### src/rtl/pwm_shadow_bank.sv
`default_nettype none
// ============================================================================
//  Module      : pwm_shadow_bank
//  Description : Per-channel shadow/active register bank for PWM compare and
//                period values. Software writes land in the shadow registers
//                and move to the active registers on a qualifying PWM counter
//                event (after an event-skip count), on force_load, or every
//                cycle while PWM is off or in immediate mode.
//  Revision    : 1.0 - initial release
// ============================================================================
module pwm_shadow_bank #(
  parameter int WIDTH = 16,
  parameter int NCH   = 4,
  parameter int SKW   = 4
) (
  input  logic                     clk,
  input  logic                     reset,
  input  logic                     pwm_on,
  input  logic                     evt_zero,
  input  logic                     evt_period,
  input  logic [1:0]               upd_mode,
  input  logic [SKW-1:0]           mask_n,
  input  logic                     force_load,
  input  logic                     wr_en,
  input  logic [$clog2(NCH)-1:0]   wr_ch,
  input  logic [WIDTH-1:0]         wr_data,
  output logic [NCH*WIDTH-1:0]     active_out,
  output logic [NCH-1:0]           pending,
  output logic                     load_pulse
);

  localparam logic [1:0]     MODE_IMM    = 2'b00;
  localparam logic [1:0]     MODE_ZERO   = 2'b01;
  localparam logic [1:0]     MODE_PERIOD = 2'b10;
  localparam logic [1:0]     MODE_BOTH   = 2'b11;
  localparam logic [SKW-1:0] CNT_MAX     = {SKW{1'b1}};

  logic [NCH-1:0][WIDTH-1:0] shadow;
  logic [NCH-1:0][WIDTH-1:0] active;
  logic [SKW-1:0]            evt_cnt;
  logic [NCH-1:0]            wr_hit;
  logic                      masked;
  logic                      qe;
  logic                      ld;

  // Write decode: one-hot channel select, out-of-range channels dropped.
  always_comb begin
    wr_hit = '0;
    if (wr_en && (32'(wr_ch) < NCH)) begin
      wr_hit[wr_ch] = 1'b1;
    end
  end

  // Qualifying event and load decision; zero and period together are one event.
  always_comb begin
    masked = pwm_on && (upd_mode != MODE_IMM);
    case (upd_mode)
      MODE_ZERO:   qe = evt_zero;
      MODE_PERIOD: qe = evt_period;
      MODE_BOTH:   qe = evt_zero | evt_period;
      default:     qe = 1'b0;
    endcase
    ld = !masked || force_load || (qe && (evt_cnt >= mask_n));
  end

  // Event-skip counter: only counts while masked, clears on every masked load.
  always_ff @(posedge clk or posedge reset) begin
    if (reset) begin
      evt_cnt <= '0;
    end else if (!masked || ld) begin
      evt_cnt <= '0;
    end else if (qe && (evt_cnt != CNT_MAX)) begin
      evt_cnt <= evt_cnt + 1'b1;
    end
  end

  // Shadow/active/pending registers; a same-cycle write keeps its pending bit.
  always_ff @(posedge clk or posedge reset) begin
    if (reset) begin
      shadow  <= '0;
      active  <= '0;
      pending <= '0;
    end else begin
      for (int k = 0; k < NCH; k++) begin
        if (ld) begin
          active[k]  <= shadow[k];
          pending[k] <= 1'b0;
        end
        if (wr_hit[k]) begin
          shadow[k]  <= wr_data;
          pending[k] <= 1'b1;
        end
      end
    end
  end

  // Transfer strobe: only when a load actually moved pending data.
  always_ff @(posedge clk or posedge reset) begin
    if (reset) begin
      load_pulse <= 1'b0;
    end else begin
      load_pulse <= ld && (|pending);
    end
  end

  generate
    for (genvar g = 0; g < NCH; g++) begin : g_pack
      assign active_out[g*WIDTH +: WIDTH] = active[g];
    end
  endgenerate

endmodule
`default_nettype wire

### config.mk
export PLATFORM = sky130hd
export DESIGN_NAME = pwm_shadow_bank
export DESIGN_NICKNAME = d
export VERILOG_FILES = /design/src/rtl/pwm_shadow_bank.sv
export SDC_FILE = /design/constraint.sdc
export NUM_CORES = 1
export LEC_CHECK = 0
export ABC_AREA = 1
export BUFFER_PORTS_ARGS = -buffer_cell sky130_fd_sc_hd__clkbuf_2
export CAP_MARGIN = 20
export CORE_ASPECT_RATIO = 1.75
export CORE_UTILIZATION = 34
export DETAILED_ROUTE_END_ITERATION = 12
export PLACE_DENSITY_LB_ADDON = 0.12
export SYNTH_ARGS = -nofsm -noshare
export SYNTH_HDL_FRONTEND = slang
export SYNTH_SLANG_ARGS = --single-unit
### constraint.sdc
create_clock -name clk -period 4.6 [get_ports clk]
set_clock_uncertainty 0.2 [all_clocks]
set_input_delay 0.46 -clock clk [delete_from_list [all_inputs] [get_ports clk]]
set_output_delay 0.46 -clock clk [all_outputs]
set_load 0.005 [all_outputs]
==> Yosys cells after proc, flatten, opt, wreduce, memory -nomap -nowiden <==
Index checks and enable logic that the tools add are counted.
{ "word_totals": {"regBits": 137, "input_bits": 31, "output_inout_bits": 69, "wordCells": 50} }
{ "classes": {"add_sub_neg": 1, "order_cmp": 3, "eq_ne": 4, "n_mux": 11, "n_bitwise": 1, "reduce_logical": 16} }
{ "ops": {"columns": ["op", "count"], "rows": [
  ["$mux 4", 3],
  ["$reduce_bool 2->1", 6],
  ["$mux 1", 6],
  ["$logic_and 1x1->1", 5],
  ["$add 4x1->4 const B", 1],
  ["$eq 2x2->1 const B", 2],
  ["$ge 4x4->1", 1],
  ["$ne 4x4->1 const B", 1],
  ["$reduce_or 4->1", 1],
  ["$logic_or 1x1->1", 3],
  ["$lt 2x3->1 const B", 1],
  ["$pmux 1 s3", 1],
  ["$demux 1 s2", 1],
  ["$eq 2x1->1 const B", 1],
  ["$ge 2x1->1 const B", 1],
  ["$logic_not 1->1", 1],
  ["$or 1x1->1", 1]
]} }

==> Longest topological paths before layout <==
Gate-level depths: netlist (run 1).
{ "depth": {"word_depth": 7, "depth_mapped": 13, "mapped_depth_nobuf": 11} }

==> Least setup slack after synthesis (run 1) <==
No wires, ideal clock.
{ "synth_timing": {"kind": "input port to flip-flop", "start": "in mask_n[3]", "end": "reg active (netlist bit active_out[32])", "setup_ps": 117, "arrival_time_ps": 1533, "required_time_ps": 4283, "setup_slack_ps": 2750, "stages": 10, "cell_sequence": "inv_1 -> ha_1 -> a21oi_1 -> nand3_1 -> nand2_2 -> nand2_2 -> buf_6 -> buf_6 -> nand2_1 -> nand2_1"} }
{ "synth_via": {"elab_chain_len": 3} }
{ "synth_lines": {"columns": ["item", "line_no", "rtl"], "rows": [
  ["start, declared", "22", "input logic [SKW-1:0] mask_n,"],
  ["$ge 4x4->1", "63", "ld = !masked || force_load || (qe && (evt_cnt >= mask_n));"],
  ["$logic_and 1x1->1", "63", null],
  ["$logic_or 1x1->1", "63", null],
  ["end signal, assigned by index", "86", "active[k] <= shadow[k];"],
  ["end, declared", "39", "logic [NCH-1:0][WIDTH-1:0] active;"]
]} }
No other way between the ends.
A chain may end at the register's enable or synchronous reset.

==> Worst setup path after layout (run 1) <==
{ "layout_timing": {"start": "reg evt_cnt[3]", "end": "reg active (netlist bit active_out[41])"} }
{ "layout_via": {"elab_chain_len": 3} }
{ "layout_lines": {"columns": ["item", "line_no", "rtl"], "rows": [
  ["start, declared", "40", "logic [SKW-1:0] evt_cnt;"],
  ["start signal, assigned", "73", "evt_cnt <= evt_cnt + 1'b1;"],
  ["$ge 4x4->1", "63", null],
  ["$logic_and 1x1->1", "63", null],
  ["$logic_or 1x1->1", "63", null]
]} }
No other way between the ends.

==> flow_metrics.tcl, run 1 <==
set metrics [dict create \
    syn_nets 603 \
    grt_max_degree 109 \
    cp_max_fo 37 \
    synth-xor-area-share_pct 0.492 \
    routabilityCongestion 0.753 \
    grtUsageTotal_pct 18.1 \
    synth_top_family_by_area "simple AND/OR/NAND/NOR gates" \
    ys_top_cells_by_count "208 x nand2_1, 137 x dfrtp_1, 75 x nand3_1, 64 x o21ai_0, 27 x inv_1" \
    final.period_utilization_pct 51.3 \
    critical_path_buf_inv_count 2 \
    synth-seq-cells 137 \
    synth_compound_area_share_pct 6.28 \
    async_flop_share_pct 100 \
    synthMuxAreaShare_pct 0 \
    fp.dieW_um 96.7 \
    cts-root-buf "clkbuf_16" \
    start_util_pct 34.7 \
    vias_per_cell 4.83 \
    critical_path_class "reg -> reg" \
    yosys.area_share.adder_pct 1.17 \
    finalMaxSlewViolations 0 \
    nNetsFinal 695 \
    yosys_most_used_dff "dfrtp_1" \
    syn_area_um2 5340 \
    ctsHtreeMaxLevel 4 \
    area_delta_synth_final_pct 22.4 \
    yosys-top-cells-area "dfrtp_1 64%, nand2_1 15%, nand3_1 7.0%" \
    cp_slowest_cell "nand2_2" \
    design_area_um2 6530 \
    clock_latency_ns 0.41 \
    routed_wl_um 13800 \
    synth_area_leader_cell "dfrtp_1" \
    fp.coreArea_um2 15400 \
    grt-ovfl-total 0 \
    fmax_mhz 424 \
    port_buffers 99 \
    drt_iter0_markers 237 \
    clk_path_buf_depth 2 \
    endpoint_kind "register" \
    path_clk_slew_ns 0.06 \
    synth_edf_count 0 \
    crit_chain "ha_1 > nand2_1 > inv_1 > nand2_1 > nand3_1 > nand2_2 > nand2_2 > buf_4 > nand2_1 > nand2_1" \
    pwr-share-comb_pct 12.2 \
    cts.repair.resized 0 \
    boundaryPins 100 \
    yosysTopAreaCellShare_pct 64.2 \
    fin_crit_ns 2.36 \
    numCtsBuffers 17 \
    hold_violations 0 \
    diodes 0 \
    grt_pass1_vias 4179 \
    yosysWarnings 0 \
    p_switching_mw 0.851 \
    critPathMaxStageDelay_ns 0.54 \
    grt_pass1_wl_um 22700 \
    cp_common_cell "nand2_1" \
    power.leakage_nw 3.51 \
    status "completed" \
    worstPathArrival_ns 2.50 \
    p_sw_share_pct 26.6 \
    hold_path_class "in -> async" \
    place_area_um2 5940 \
    die_height_um 168 \
    cp.required_ns 4.75 \
    p_per_area_nw_per_um2 490 \
    worstMarginPinSlew_ns 0.969 \
    ctsHoldBuffers 0 \
    syn_avg_cell_area_um2 9.42 \
    ys_types 19 \
    hold_ws_ns 0.0407 \
    hpwl_um 9010 \
    postRouteAntennaNets 0 \
    p_int_mw 2.35 \
    power.total_mw 3.20 \
    cap_violations 0 \
    slew_headroom_pct 35.2 \
    cts_num_sinks 137 \
    drive_above_1_share_pct 20.9 \
    cts_setup_buffers 0 \
    rows 60 \
    antenna_found_initial 1 \
    dieArea_um2 16200 \
    synthCells 567 \
    routed_wire_length_per_instance_um 16.1 \
    vias 4142 \
    critPathTopFamily "simple AND/OR/NAND/NOR gates" \
    setup_viol 0 \
    firstDrtPassIters 5 \
    drc_errors 0 \
    peakVddDrop_uv 230 \
    setup_tns_ns 0 \
    synth-simple-area-share_pct 22.8 \
    power_frac_clock_pct 40.4 \
    yosysSeqAreaShare_pct 64.2 \
    synth_most_common_cell "nand2_1" \
    seqPwrFrac_pct 47.4 \
    cts_tree "yes" \
    rsz0062_at_grt "false" \
    critPathLaunchType "register" \
]
-- through the flow --
stage                     setup WS, ns  util (%)  instances
final                             2.24      42.5        857
after floorplan                  0.272         -        567
after global routing              1.99      42.5        857
after CTS                         2.21      42.3        855
after global placement            2.12      38.6        824
after detailed placement          2.06      38.6        824
-- worst reg2reg max path: stages (launching register included) --
cell	delay, ns
dfrtp_1	0.41
ha_1	0.33
nand2_1	0.06
inv_1	0.05
nand2_1	0.04
nand3_1	0.08
nand2_2	0.06
nand2_2	0.54
buf_4	0.37
nand2_1	0.09
nand2_1	0.07
-- power by group through the flow --
stage                     Combinational, mW  Clock [mW]  Sequential [mW]
final                                 0.390        1.29             1.52
after global routing                  0.454        1.38             1.54
after CTS                             0.400        1.32             1.52
after detailed placement              0.398           0             1.54
after global placement                0.391           0             1.53
after floorplan                       0.210           0             1.51
-- state kept, by name, indices dropped and copies added, names as in the netlist --
| signal | flops |
|---|---|
| pending | 4 |
| evt_cnt | 4 |
| load_pulse | 1 |
| active_out | 64 |
| shadow | 64 |
-- final cells by class --
type	count	area, um2
clock buffer	18	429
tap	186	233
timing repair buffer	106	563
multi-input combinational	370	1640
fill	1529	8860
clock inverter	13	131
inverter	27	106
sequential	137	3430
-- logic make-up after synthesis --
family | after synthesis
AO/OA/AOI/OAI | 67
XOR/XNOR | 3
adder cells (fa/ha/maj) | 5
buffers and inverters | 60
flip-flops | 137
AND/OR/NAND/NOR | 295
-- layout by cell type (no fill, tap or decap) --
| cell type | instances |
|---|---|
| a21oi_1 | 2 |
| buf_4 | 5 |
| buf_8 | 2 |
| bufinv_16 | 2 |
| clkbuf_1 | 1 |
| clkbuf_16 | 17 |
| clkbuf_2 | 99 |
| clkinv_2 | 5 |
| clkinv_4 | 1 |
| clkinvlp_4 | 5 |
| dfrtp_1 | 137 |
| ha_1 | 5 |
| inv_1 | 26 |
| inv_6 | 1 |
| nand2_1 | 208 |
| nand2_2 | 2 |
| nand3_1 | 75 |
| nand4_1 | 1 |
| nor2_1 | 7 |
| nor2_4 | 1 |
| nor4_1 | 1 |
| o21ai_0 | 64 |
| o21ai_1 | 1 |
| xnor2_1 | 2 |
| xor2_1 | 1 |
-- path summary, 6_finish.rpt --
kind                             start              to  slack [ns]  cells past startpoint
setup reg to reg            evt_cnt[3]  active_out[41]        2.24                     10
hold / removal                   reset  active_out[57]        0.04                      2
max in group asynchronous        reset  active_out[61]        3.12                      3
setup / recovery            evt_cnt[3]  active_out[41]        2.24                     10
hold reg to reg             shadow[51]  active_out[51]        0.27                      2
min in group clk           wr_data[12]      shadow[28]        0.21                      3
-- layer usage --
layer  GRT usage, %  vias to the layer above  part of all wire [%]
li1               -                     2003                     -
met1           23.6                     1996                    45
met2           28.4                      120                    48
met3           4.82                       21                   4.1
met4           7.92                        2                   2.9
met5              0                        -                 0.094
(Power assumes the default switching activity.)
==> run 2: changes to the inputs <==
==> constraint.sdc (replaced) <==
create_clock -name clk -period 2.2 [get_ports clk]
set_clock_uncertainty 0.2 [all_clocks]
set_input_delay 0.22 -clock clk [delete_from_list [all_inputs] [get_ports clk]]
set_output_delay 0.22 -clock clk [all_outputs]
set_load 0.005 [all_outputs]
==> run 2 against run 1 <==
  * Non-clock buffer count grew 9
  * Cell area grew 3.0%
  * Combinational power up 110%
  * Worst hold slack worse by 0.039 ns
  * Die area is the same
  * Global-route usage down 0.14 points
  * Sequential share of layout area down 1.5 points
  * Clock power is 140% higher
  * Highest routed layer is now met4
  * Via count is essentially flat
  * Critical endpoint is now active_out[60]
  * Setup slack worse by 2.0 ns
==> flow_metrics.tcl, run 2 (same netlist as run 1, synthesis figures left out) <==
set metrics [dict create \
    slew_headroom_pct 59.2 \
    grtUsageTotal_pct 18.0 \
    peakVddDrop_uv 504 \
    area_delta_synth_final_pct 26.0 \
    clock_latency_ns 0.41 \
    layout_common_cells "208 x nand2_1, 137 x dfrtp_1, 99 x clkbuf_2, 75 x nand3_1, 64 x o21ai_0" \
    drt_iter0_markers 237 \
    hold_ws_ns 0.00145 \
    hpwl_um 8740 \
    p_per_area_nw_per_um2 1050 \
    vias_per_cell 4.78 \
    firstDrtPassIters 4 \
    grt_pass1_vias 4185 \
    critPathLaunchType "register" \
    path_clk_slew_ns 0.06 \
    grt_pass1_wl_um 22500 \
    ctsHtreeMaxLevel 4 \
    clk_path_buf_depth 2 \
    grt_max_degree 106 \
    nNetsFinal 704 \
    fmax_mhz 523 \
    finalMaxSlewViolations 0 \
    cp.required_ns 2.35 \
    routabilityCongestion 0.775 \
    drive_above_1_share_pct 21.1 \
    setup_tns_ns 0 \
    cts_tree "yes" \
    fp.dieW_um 96.7 \
    fp.coreArea_um2 15400 \
    fin_cells 867 \
    layout_commonest_cell "nand2_1" \
    hold_violations 0 \
    diodes 0 \
    dieArea_um2 16200 \
    place_ws_ns 0.270 \
    design_area_um2 6730 \
    setup_viol 0 \
    endpoint_kind "register" \
    start_util_pct 34.7 \
    drc_errors 0 \
    hold_path_class "in -> reg" \
    grt-ovfl-total 0 \
    rsz0062_at_grt "false" \
    status "completed" \
    routed_wire_length_per_instance_um 15.9 \
    vias 4140 \
    antenna_found_initial 0 \
    port_buffers 99 \
    post-place-cells 828 \
    place_area_um2 6020 \
    final.period_utilization_pct 86.8 \
    fin_crit_ns 1.91 \
    setup_ws_ns 0.290 \
    postRouteAntennaNets 0 \
    cts_num_sinks 137 \
    cts_setup_buffers 0 \
    boundaryPins 100 \
    worstMarginPinSlew_ns 0.611 \
    critical_path_class "reg -> reg" \
    fillers 1533 \
    rows 60 \
    power.leakage_nw 3.60 \
    die_height_um 168 \
    routed_wl_um 13800 \
    numCtsBuffers 17 \
    cp_max_fo 68 \
    cap_violations 0 \
    worstPathArrival_ns 2.06 \
    cts-root-buf "clkbuf_16" \
]
## run 2: layout make-up
type	count	area (um2)	area share, %
Tap cell	186	233	3.46
Sequential cell	137	3430	51.0
Clock inverter	14	196	2.92
Timing Repair Buffer	115	683	10.2
Clock buffer	18	439	6.53
Multi-Input combinational cell	370	1640	24.4
Inverter	27	105	1.56
## run 2: worst paths after layout
kind | from | to | slack (ns) | cells after the start
worst min-delay path | wr_data[0] | shadow[32] | 0.001 | 3
max in group asynchronous | reset | shadow[2] | 1.01 | 4
worst min register to register | shadow[3] | active_out[3] | 0.26 | 2
min in group asynchronous | reset | active_out[58] | 0.30 | 4
worst max-delay path | evt_cnt[3] | active_out[60] | 0.29 | 10
worst max register to register | evt_cnt[3] | active_out[60] | 0.29 | 10
## run 2: worst max-delay path: stages (launching register included)
cell,delay [ns]
dfrtp_1,0.42
ha_1,0.33
nand2_1,0.06
inv_1,0.05
nand2_1,0.05
nand3_1,0.07
nand2_2,0.08
nand2_2,0.09
buf_12,0.28
nand2_1,0.14
nand2_1,0.08
## run 2: stage by stage
stage | utilization, % | total power [mW]
floorplan | - | 3.61
detailed placement | 39.1 | 4.06
global route | 43.7 | 7.38
CTS | 43.7 | 7.13
finish | 43.7 | 7.04
global placement | 39.1 | 4.04
## run 2: report_power, final
group	internal (mW)	leakage, nW	switching, mW
Combinational	0.359	1.57	0.477
Sequential	2.92	1.72	0.243
Clock	1.93	0.303	1.10
## run 2: timing repair
item,in CTS,in global routing
hold buffers,6,1
resized for setup,0,0
hold endpoints to repair,154,1
## run 2: routing by layer
metal	part of all wire (%)	wire length (um)	vias to the layer above	global-route usage, %
li1	-	-	2024	-
met2	49	6800	101	29.9
met4	1.8	254	0	5.84
met3	4.0	549	15	4.44
met1	45	6200	2000	23.0
met5	0	0	-	0
